==> config.mk <==
export PLATFORM = sky130hd
export DESIGN_NAME = crc_lfsr_core
export DESIGN_NICKNAME = d
export VERILOG_FILES = /design/src/rtl/crc_chk_pkg.sv /design/src/rtl/crc_stream_checker_lfsr.sv
export SDC_FILE = /design/constraint.sdc
export NUM_CORES = 1
export LEC_CHECK = 0
export BUFFER_PORTS_ARGS = -buffer_cell sky130_fd_sc_hd__buf_2
export CAP_MARGIN = 20
export CORE_AREA = 4 4 41 43
export DETAILED_ROUTE_END_ITERATION = 10
export DIE_AREA = 0 0 45 47
export MAX_ROUTING_LAYER = met4
export PLACE_DENSITY = 0.6
export SLEW_MARGIN = 20
export SYNTH_ARGS = -nofsm -noshare
export SYNTH_HDL_FRONTEND = slang
export SYNTH_SLANG_ARGS = --single-unit
==> constraint.sdc <==
create_clock -name CLOCK -period 2.8 [get_ports CLOCK]
set_input_delay 0.14 -clock CLOCK [delete_from_list [all_inputs] [get_ports CLOCK]]
set_output_delay 0.14 -clock CLOCK [all_outputs]
set_load 0.005 [all_outputs]
==> src/rtl/crc_chk_pkg.sv <==
// crc_chk_pkg: shared state encoding and the serial CRC step used by the checker and the generator.
package crc_chk_pkg;

    typedef enum logic [1:0] {IDLE, RECV, DONE} state_t;

    localparam int CRC_MAX_W = 32;

    // Left-shifting LFSR step for any width n <= CRC_MAX_W; the result is masked to n bits.
    function automatic logic [CRC_MAX_W-1:0] crc_step(
        input logic [CRC_MAX_W-1:0] rem,
        input logic                 b,
        input logic [CRC_MAX_W-1:0] poly,
        input int                   n
    );
        logic [CRC_MAX_W-1:0] mask;
        logic                 msb;
        mask = (n >= CRC_MAX_W) ? '1 : (CRC_MAX_W'(1) << n) - CRC_MAX_W'(1);
        msb  = |(rem & (CRC_MAX_W'(1) << (n - 1)));
        return ({rem[CRC_MAX_W-2:0], b} ^ (msb ? poly : '0)) & mask;
    endfunction

endpackage

==> src/rtl/crc_stream_checker_lfsr.sv <==
// crc_lfsr_core: remainder register with seed load and enable-gated serial step.
module crc_lfsr_core
    import crc_chk_pkg::*;
#(
    parameter int                N_POLY = 8,
    parameter logic [N_POLY-1:0] POLY   = 'h07
) (
    input  logic              CLOCK,
    input  logic              RESET,
    input  logic              load,
    input  logic              step,
    input  logic              bit_in,
    input  logic [N_POLY-1:0] seed,
    output logic [N_POLY-1:0] rem_next
);

    logic [N_POLY-1:0] rem;
    logic [N_POLY-1:0] base;

    // A bit coincident with load is stepped into the seed, not the old remainder.
    always_comb begin
        base     = load ? seed : rem;
        rem_next = step ? N_POLY'(crc_step(CRC_MAX_W'(base), bit_in, CRC_MAX_W'(POLY), N_POLY)) : base;
    end

    always_ff @(posedge CLOCK or posedge RESET) begin
        if (RESET) rem <= '0;
        else       rem <= rem_next;
    end

endmodule

# Word level (Yosys, flattened, before mapping)
# Index checks and enable logic that the tools add are counted.
[word_totals] in_bits=13 register_bits=8 output_inout_bits=8 word_cells=5
[op_classes] mux=3 bitwise=1
[ops] op="$mux 8" n=2
[ops] op="$xor 8x3->8" n=1
[ops] op="$mux 3" n=1

# Depth between registers and ports, before layout
# Gate-level depths: netlist of the first run.
[logic_depth] depth_word=4 depth_mapped=4 depth_no_buf=3

# Worst setup path after synthesis of the first run
# OpenSTA, ideal clock, no wires.
[synth_timing] path_kind="flip-flop to flip-flop" startpoint="reg rem[7]" endpoint="reg rem[1]" synth_period_minus_slack_ps=1157 slack_ps=1643 arrival_ps=1010 setup_time_ps=147 path_buffers=0 stages_incl_launch_ff=3 required_ps=2653 cell_sequence="dfrtp_1 -> xor2_1 -> mux4_2"
[synth_between] elab_chain_len=4
[synth_rtl] item="start: declaration" line_no="crc_stream_checker_lfsr.sv:17" text="logic [N_POLY-1:0] rem;"
[synth_rtl] item="start signal: assignment" line_no="crc_stream_checker_lfsr.sv:28" text="else rem <= rem_next;"
[synth_rtl] item="$mux 8" line_no="crc_stream_checker_lfsr.sv:22" text="base = load ? seed : rem;"
[synth_rtl] item="$mux 3" line_no="crc_chk_pkg.sv:19" text="return ({rem[CRC_MAX_W-2:0], b} ^ (msb ? poly : '0)) & mask;"
[synth_rtl] item="$xor 8x3->8" line_no="crc_chk_pkg.sv:19"
[synth_rtl] item="$mux 8" line_no="crc_stream_checker_lfsr.sv:23" text="rem_next = step ? N_POLY'(crc_step(CRC_MAX_W'(base), bit_in, CRC_MAX_W'(POLY), N_POLY)) : base;"
[synth_rtl] item="via rem_next[1]" line_no="crc_stream_checker_lfsr.sv:14" text="output logic [N_POLY-1:0] rem_next"
# The timed path passes the listed nets, and every way through them passes these cells.

# Worst setup path after layout of the first run
[layout_timing] startpoint="reg rem[7]" endpoint="out rem_next[1]"
[layout_between] elab_chain_len=4
[layout_rtl] item="$mux 8" line_no="crc_stream_checker_lfsr.sv:22"
[layout_rtl] item="$mux 3" line_no="crc_chk_pkg.sv:19"
[layout_rtl] item="$xor 8x3->8" line_no="crc_chk_pkg.sv:19"
[layout_rtl] item="$mux 8" line_no="crc_stream_checker_lfsr.sv:23"
[layout_rtl] item="end: declaration" line_no="crc_stream_checker_lfsr.sv:14"
# No other way between the ends.

==> results of run 1 <==
worst max-delay path: cells and delay by family, from the launching register on:
| family | cells | cell delay (ns) |
|---|---|---|
| XOR/XNOR | 1 | 0.17 |
| buffers and inverters | 1 | 0.14 |
| flip-flops | 1 | 0.40 |
| multiplexers | 1 | 0.47 |
cells by family after synthesis:
group,Yosys count,share of synthesized area
simple gates,1,0.0167
flops,8,0.446
compound gates,2,0.0279
buf+inv,3,0.0445
mux,9,0.368
xor+xnor,5,0.0975
cells in the final DEF (no fill, tap or decap), drive strengths merged:
cell and n:
xor2 5, mux2i 3, a21oi 1, and2b 1, clkbuf 3, buf 20, a211oi 1, mux4 6
dlygate4sd3 1, dfrtp 8, inv 1
metal layers:
metal	global-route usage	share of wire	routed length [microns]
met5	-	0	0
met4	0.0877	0.010	10
met3	0.0345	0.10	98
met2	0.175	0.47	451
met1	0.123	0.42	407
final timing paths:
kind | start | cells past startpoint | slack, ns | to
worst max-delay path | rem[7] | 3 | 1.22 | rem_next[1]
worst min-delay path | bit_in | 3 | 0.24 | rem[0]
worst max register to register | rem[7] | 2 | 1.61 | rem[1]
worst min register to register | rem[4] | 1 | 0.60 | rem[5]
max in group asynchronous | RESET | 3 | 2.18 | rem[2]
min in group asynchronous | RESET | 3 | 0.37 | rem[6]
layout make-up:
type | count | area share
clock buffer | 3 | 0.0385
inverter | 1 | 0.00642
multi-input combinational | 17 | 0.392
sequential | 8 | 0.343
tap | 15 | 0.0321
timing repair buffer | 21 | 0.188
stage by stage:
stage          hold slack, ns  cell area [sq um]  utilization  instances  setup WS, ns
6_report                0.238                584        0.449         65          1.22
3_3_place_gp            0.103                552        0.424         61          1.50
4_1_cts                 0.236                584        0.449         65          1.21
3_5_place_dp            0.104                552        0.424         61          1.49
5_1_grt                 0.239                584        0.449         65          1.14
2_1_floorplan         -0.0443                449            -         28          1.64
Yosys cell counts (all sizes together):
| cell type | n |
|---|---|
| and2b | 1 |
| clkbuf | 1 |
| dfrtp | 8 |
| mux2i | 3 |
| xor2 | 5 |
| buf | 1 |
| a21oi | 1 |
| mux4 | 6 |
| a211oi | 1 |
| inv | 1 |
report_power, final:
part | total (W) | switching [W] | internal (W)
Sequential | 0.000148 | 0.0000117 | 0.000136
Clock | 0.0000873 | 0.0000383 | 0.0000490
Combinational | 0.0000947 | 0.0000378 | 0.0000569
what timing repair did:
item / CTS / global route
hold buffers: 1 / 0
hold endpoints to repair: 8 / 0
buffers inserted: 0 / 0
endpoints found under the setup margin: 0 / 0
==> out/results.txt, run 1 <==
die width: 45 microns
Clk Latency, worst-skew pair: 0.25 ns
max_cap viols: 0
Final Max Tran Viols: 0
#FFs+latches synth: 8
H-tree Lvls: 1
share of cells above drive strength 1: 0.580
GRT Overall Usage: 0.114
yosys warns: 0
CP Launch Type: flip-flop
Setup Viol. Count Final: 0
status: completed
Final period util: 0.565
Setup TNS: 0 ns
dpl hpwl: 766 microns
critical path class: reg -> out
cts repair resizes: 0
clk sinks: 8
Post-DRT Antenna Nets: 0
die height: 47 microns
Synth Area per Inst: 16.0 sq um
IO buf count: 20
vias post-DR: 337
Cells after Synth: 28
Final Hold Fails: 0
total grt overflow: 0
antenna violations before repair: 0
top cells by area, synth: dfrtp_1 (45%), mux4_2 (30%), xor2_1 (9.7%)
most flop-heavy register: rem
nets@finish: 65
crit path max fanout: 3
Ports: 21
Fmax: 0.632 GHz
Initial Utilization: 0.345
synthesized cell area: 449 sq um
flip-flop and latch area: 200 sq um
multi-input logic area: 229 sq um
full die area: 2120 sq um
first-pass GRT wire length: 1550 microns
Largest register FFs: 8
maximum vdd drop: 0.263 mV
Worst Skew: 0.00707 ns
Vias/cell: 5.18
Post-Route WL: 968 microns
clk buf depth: 2
min-delay worst type: in -> reg
FILL cells: 139
largest net degree at the start of global routing: 11
Core Box Area: 1300 sq um
Num CTS Buffers: 3
vias in the first global route: 349
Root Buffer: clkbuf_4
worst-margin pin slew: 0.318 ns
DR DRC count: 0
critical path data required time: 2.66 ns
DRT iter0 DRCs: 0
Reg clk slew, reported paths: 0.06 ns
Pwr per Cell Area: 564 nW/um^2
Tot Pwr: 0.000330 W
Seq/Total Area, Yosys: 0.446
CP max stage cell: mux4_2
synth unique cells: 10
top flop regs: rem (8)
top-area cell type share of the netlist area: 0.446
Std-Cell Rows: 13
drt wl/cell: 14.9 microns
Synth area leader: dfrtp_1
worst endpoint data arrival time: 1.44 ns
P&R area growth vs syn: 30.1%
DRT Pass-1 Iters: 1
Rel. slew slack: 0.788
leakage power: 0.280 nW
Critical Path Max Stage Delay: 0.47 ns
crit end category: output pin
RSZ-0062 raised after global routing: no
TritonCTS clock tree: built
Diodes inserted: 0
synthesized net count: 41
Placer Congestion: 0.695
minimum clock period: 1.58 ns
worst path cell trace: xor2_1 > mux4_2 > buf_2
Power figures use the tool's default switching activity.
==> inputs of run 2 (changes only) <==
==> constraint.sdc (replaced) <==
create_clock -name CLOCK -period 1.59 [get_ports CLOCK]
set_input_delay 0.0795 -clock CLOCK [delete_from_list [all_inputs] [get_ports CLOCK]]
set_output_delay 0.0795 -clock CLOCK [all_outputs]
set_load 0.005 [all_outputs]
==> out/results.txt, run 2 (synthesis results as in run 1) <==
Fmax: 0.664 GHz
most frequent cells in the layout: buf_2 (20), dfrtp_1 (8), mux4_2 (6)
final instance area: 584 sq um (unchanged)
Setup Buffers After CTS: 0 (unchanged)
Post-Route WL: 969 microns (+0.10%)
DR DRC count: 0 (unchanged)
Reg clk slew, reported paths: 0.06 ns (about the same)
Rel. slew slack: 0.787 (about the same)
Std-Cell Rows: 13 (unchanged)
TritonCTS clock tree: built
Critical Path Max Stage Delay: 0.48 ns (about the same)
DRT iter0 DRCs: 0 (unchanged)
vias post-DR: 337 (unchanged)
Setup TNS: 0 ns (unchanged)
DRT Pass-1 Iters: 1 (unchanged)
full die area: 2120 sq um (unchanged)
worst path cell trace: xor2_1 > mux4_2 > buf_2
RSZ-0062 raised after global routing: no
first-pass GRT wire length: 1550 microns (unchanged)
Num CTS Buffers: 3 (unchanged)
max_cap viols: 0 (unchanged)
worst endpoint data arrival time: 1.43 ns (about the same)
Final Hold Fails: 0 (unchanged)
Placer Congestion: 0.695 (unchanged)
Ports: 21 (unchanged)
leakage power: 0.280 nW (about the same)
Setup Viol. Count Final: 0 (unchanged)
Core Box Area: 1300 sq um (unchanged)
Root Buffer: clkbuf_4
CP Launch Type: flip-flop
final hold slack: 0.177 ns (-0.0605 ns)
vias in the first global route: 349 (unchanged)
Post-DRT Antenna Nets: 0 (unchanged)
critical path data required time: 1.51 ns (-1.15 ns)
antenna violations before repair: 0 (unchanged)
dpl hpwl: 766 microns (unchanged)
maximum vdd drop: 0.464 mV (+76%)
min-delay worst type: in -> reg
Post-DP Area: 552 sq um (unchanged)
clk buf depth: 2 (unchanged)
PnR worst setup slack: 0.0831 ns (-1.13 ns)
total grt overflow: 0 (unchanged)
GRT Overall Usage: 0.114 (unchanged)
drt wl/cell: 14.9 microns (+0.10%)
Diodes inserted: 0 (unchanged)
cts repair resizes: 0 (unchanged)
Pwr per Cell Area: 994 nW/um^2 (+76%)
Largest register FFs: 8 (unchanged)
die width: 45 microns (unchanged)
top flop regs: rem (8)
H-tree Lvls: 1 (unchanged)
status: completed
critical path class: reg -> out
commonest non-fill, non-tap cell in the layout: buf_2
IO buf count: 20 (unchanged)
crit path max fanout: 3 (unchanged)
P&R area growth vs syn: 30.1% (unchanged)
clk sinks: 8 (unchanged)
worst-margin pin slew: 0.318 ns (+0.000120 ns)
largest net degree at the start of global routing: 11 (unchanged)
minimum clock period: 1.51 ns
Final period util: 0.948
die height: 47 microns (unchanged)
CP max stage cell: mux4_2
DP Worst Slack: 0.343 ns (-1.15 ns)
nets@finish: 65 (unchanged)
Vias/cell: 5.18 (unchanged)
Clk Latency, worst-skew pair: 0.25 ns (about the same)
Final Max Tran Viols: 0 (unchanged)
Initial Utilization: 0.345 (unchanged)
Worst Skew: 0.00707 ns (unchanged)
crit end category: output pin
share of cells above drive strength 1: 0.580 (unchanged)
FILL cells: 139 (unchanged)
most flop-heavy register: rem
-- run 2: cell counts in the layout (fill, tap and decap cells not counted) --
No cell type changed its count.
-- run 2: final cells by class --
class / instances / area (sq um) / area share
Inverter: 1 / 3.75 / 0.00642
Timing Repair Buffer: 21 / 110 / 0.188
Sequential cell: 8 / 200 / 0.343
Multi-Input combinational cell: 17 / 229 / 0.392
Clock buffer: 3 / 22.5 / 0.0385
Tap cell: 15 / 18.8 / 0.0321
-- run 2: final timing paths --
| check | cells after the start | end | from | slack (ns) |
|---|---|---|---|---|
| setup / recovery | 3 | rem_next[2] | rem[7] | 0.08 |
| hold / removal | 3 | rem[0] | bit_in | 0.18 |
| setup reg to reg | 2 | rem[2] | rem[7] | 0.42 |
| hold reg to reg | 1 | rem[5] | rem[4] | 0.60 |
| max in group asynchronous | 3 | rem[2] | RESET | 1.03 |
| min in group asynchronous | 3 | rem[6] | RESET | 0.31 |
-- run 2: repair_timing --
action	CTS	global route
setup endpoints to repair	0	1
hold buffers	1	0
hold endpoints to repair	8	0
-- run 2: report_power, final --
part | switching (W) | internal [W] | total [W]
Clock | 0.0000675 | 0.0000863 | 0.000154
Sequential | 0.0000207 | 0.000239 | 0.000260
Combinational | 0.0000665 | 0.000100 | 0.000167
-- run 2: per-layer routing --
layer  wire length, microns  GRT usage  vias up  part of all wire
met5                      0          -        -                 0
met4                     10     0.0877        0             0.010
met3                     98     0.0345        2              0.10
met2                    451      0.175       16              0.47
met1                    408      0.123      165              0.42
li1                       -          -      154                 -
-- run 2: critical path: cells and delay by family, from the launching register on --
kind,cells,cell delay [ns]
xor+xnor,1,0.15
buf+inv,1,0.14
flops,1,0.40
mux,1,0.48
-- run 2: through the flow --
stage          cells  utilization  total power (W)
2_1_floorplan     28            -         0.000365
3_3_place_gp      61        0.424         0.000429
3_5_place_dp      61        0.424         0.000432
4_1_cts           65        0.449         0.000592
5_1_grt           65        0.449         0.000624
6_report          65        0.449         0.000581
==> inputs of run 3 (changes only) <==
--- a/config.mk
+++ b/config.mk
@@ -10,6 +10,7 @@
 export CORE_AREA = 4 4 41 43
 export DETAILED_ROUTE_END_ITERATION = 10
 export DIE_AREA = 0 0 45 47
+export GPL_TIMING_DRIVEN = 0
 export MAX_ROUTING_LAYER = met4
 export PLACE_DENSITY = 0.6
 export SLEW_MARGIN = 20
==> constraint.sdc (replaced) <==
create_clock -name CLOCK -period 1.51 [get_ports CLOCK]
set_input_delay 0.0755 -clock CLOCK [delete_from_list [all_inputs] [get_ports CLOCK]]
set_output_delay 0.0755 -clock CLOCK [all_outputs]
set_load 0.005 [all_outputs]
==> out/results.txt, run 3 (synthesis results as in run 1) <==
status: complete, but fails checks
failing checks: setup timing
DRT Pass-1 Iters: 3 (+2)
crit path max fanout: 3 (unchanged)
largest net degree at the start of global routing: 11 (unchanged)
H-tree Lvls: 1 (unchanged)
vias in the first global route: 358 (+2.6%)
Post-DP Area: 558 sq um (+1.1%)
vias post-DR: 322 (-4.5%)
Clk Latency, worst-skew pair: 0.25 ns (about the same)
Reg clk slew, reported paths: 0.06 ns (about the same)
Final Hold Fails: 0 (unchanged)
Core Box Area: 1300 sq um (unchanged)
Initial Utilization: 0.345 (unchanged)
final instance area: 598 sq um (+2.4%)
full die area: 2120 sq um (unchanged)
PnR worst setup slack: -0.00731 ns (-0.0904 ns)
Post-DRT Antenna Nets: 0 (unchanged)
CP Launch Type: flip-flop
critical path class: reg -> out
Diodes inserted: 0 (unchanged)
most flop-heavy register: rem
die height: 47 microns (unchanged)
minimum clock period: 1.52 ns
IO buf count: 18 (-10%)
Non-Filler Instances: 66 (+1.5%)
Post-Route WL: 904 microns (-6.7%)
worst-margin pin slew: 0.288 ns (-0.0302 ns)
TritonCTS clock tree: built
top flop regs: rem (8)
Placer Congestion: 0.686 (-1.3%)
Ports: 21 (unchanged)
nets@finish: 66 (+1.5%)
Std-Cell Rows: 13 (unchanged)
Rel. slew slack: 0.808 (+0.0202)
most frequent cells in the layout: buf_2 (18), dfrtp_1 (8), mux4_2 (6)
commonest non-fill, non-tap cell in the layout: buf_2
placed insts: 61 (unchanged)
P&R area growth vs syn: 33.1%
GRT Overall Usage: 0.123 (+0.00917)
cts repair resizes: 0 (unchanged)
Num CTS Buffers: 3 (unchanged)
critical path data required time: 1.43 ns (-0.08 ns)
crit end category: output pin
RSZ-0062 raised after global routing: yes
worst endpoint data arrival time: 1.44 ns (about the same)
Vias/cell: 4.88 (-5.9%)
drt wl/cell: 13.7 microns (-8.1%)
Final Max Tran Viols: 0 (unchanged)
max_cap viols: 0 (unchanged)
first-pass GRT wire length: 1640 microns (+5.8%)
Final period util: 1.00
DP Worst Slack: 0.263 ns (-0.0798 ns)
Final Core Density: 0.460 (+0.0106)
maximum vdd drop: 0.659 mV (+42%)
Pwr per Cell Area: 1050 nW/um^2 (+5.2%)
share of cells above drive strength 1: 0.588 (+0.00824)
clk sinks: 8 (unchanged)
die width: 45 microns (unchanged)
leakage power: 0.287 nW (+2.6%)
DR DRC count: 0 (unchanged)
Root Buffer: clkbuf_4
total grt overflow: 0 (unchanged)
min-delay worst type: in -> reg
final hold slack: 0.170 ns (-0.00736 ns)
Worst Skew: 0.00471 ns (-0.00236 ns)
Largest register FFs: 8 (unchanged)
clk buf depth: 2 (unchanged)
Setup Viol. Count Final: 1 (+1)
Fmax: 0.659 GHz
DRT iter0 DRCs: 2 (+2)
antenna violations before repair: 0 (unchanged)
==> run 3: cell types whose count changed in the layout (fill, tap and decap cells not counted) <==
| cell | change |
|---|---|
| buf_2 | -2 |
| buf_4 | +1 |
| buf_6 | +1 |
| clkbuf_2 | +1 |
==> run 3: through the flow <==
step / setup TNS (ns) / total power (W)
after global routing: -0.145 / 0.000679
after floorplan: 0 / 0.000384
final: -0.00731 / 0.000625
after detailed placement: 0 / 0.000456
after CTS: -0.0202 / 0.000635
after global placement: 0 / 0.000452
==> run 3: power by group <==
part,internal (W),total (W),leakage (nW),switching (W)
Clock,0.0000911,0.000165,0.0138,0.0000738
Combinational,0.000115,0.000187,0.180,0.0000720
Sequential,0.000252,0.000274,0.0930,0.0000217
==> run 3: critical path, cell delays in order (launching register included) <==
cell and delay [ns]:
dfrtp_1 0.41, xor2_1 0.17, mux4_2 0.48, buf_2 0.14
==> run 3: final timing paths <==
path / from / end / slack, ns / depth (start not counted)
max in group asynchronous: RESET / rem[3] / 0.99 / 3
worst max-delay path: rem[7] / rem_next[1] / -0.007 / 3
worst max register to register: rem[7] / rem[2] / 0.23 / 3
min in group asynchronous: RESET / rem[6] / 0.30 / 3
worst min-delay path: seed[0] / rem[0] / 0.17 / 3
worst min register to register: rem[3] / rem[4] / 0.61 / 1
==> run 3: layout make-up <==
class | count | area, sq um
Fill cell | 131 | 703
Multi-Input combinational cell | 17 | 229
Sequential cell | 8 | 200
Timing Repair Buffer | 20 | 108
Clock buffer | 3 | 22.5
Tap cell | 15 | 18.8
Buffer | 2 | 16.3
Inverter | 1 | 3.75
==> run 3: per-layer routing <==
| metal | up-vias | track usage | routed length (microns) |
|---|---|---|---|
| li1 | 154 | - | - |
| met1 | 152 | 0.155 | 396 |
| met2 | 14 | 0.161 | 419 |
| met3 | 2 | 0.0575 | 76 |
| met4 | 0 | 0.0702 | 10 |
| met5 | - | - | 0 |
==> run 3: repair_timing <==
action                                 4_1_cts  5_1_grt
buffers inserted                             1        0
hold buffers                                 1        0
pin swaps                                    1        0
setup endpoints to repair                    2        2
endpoints found under the hold margin        8        0
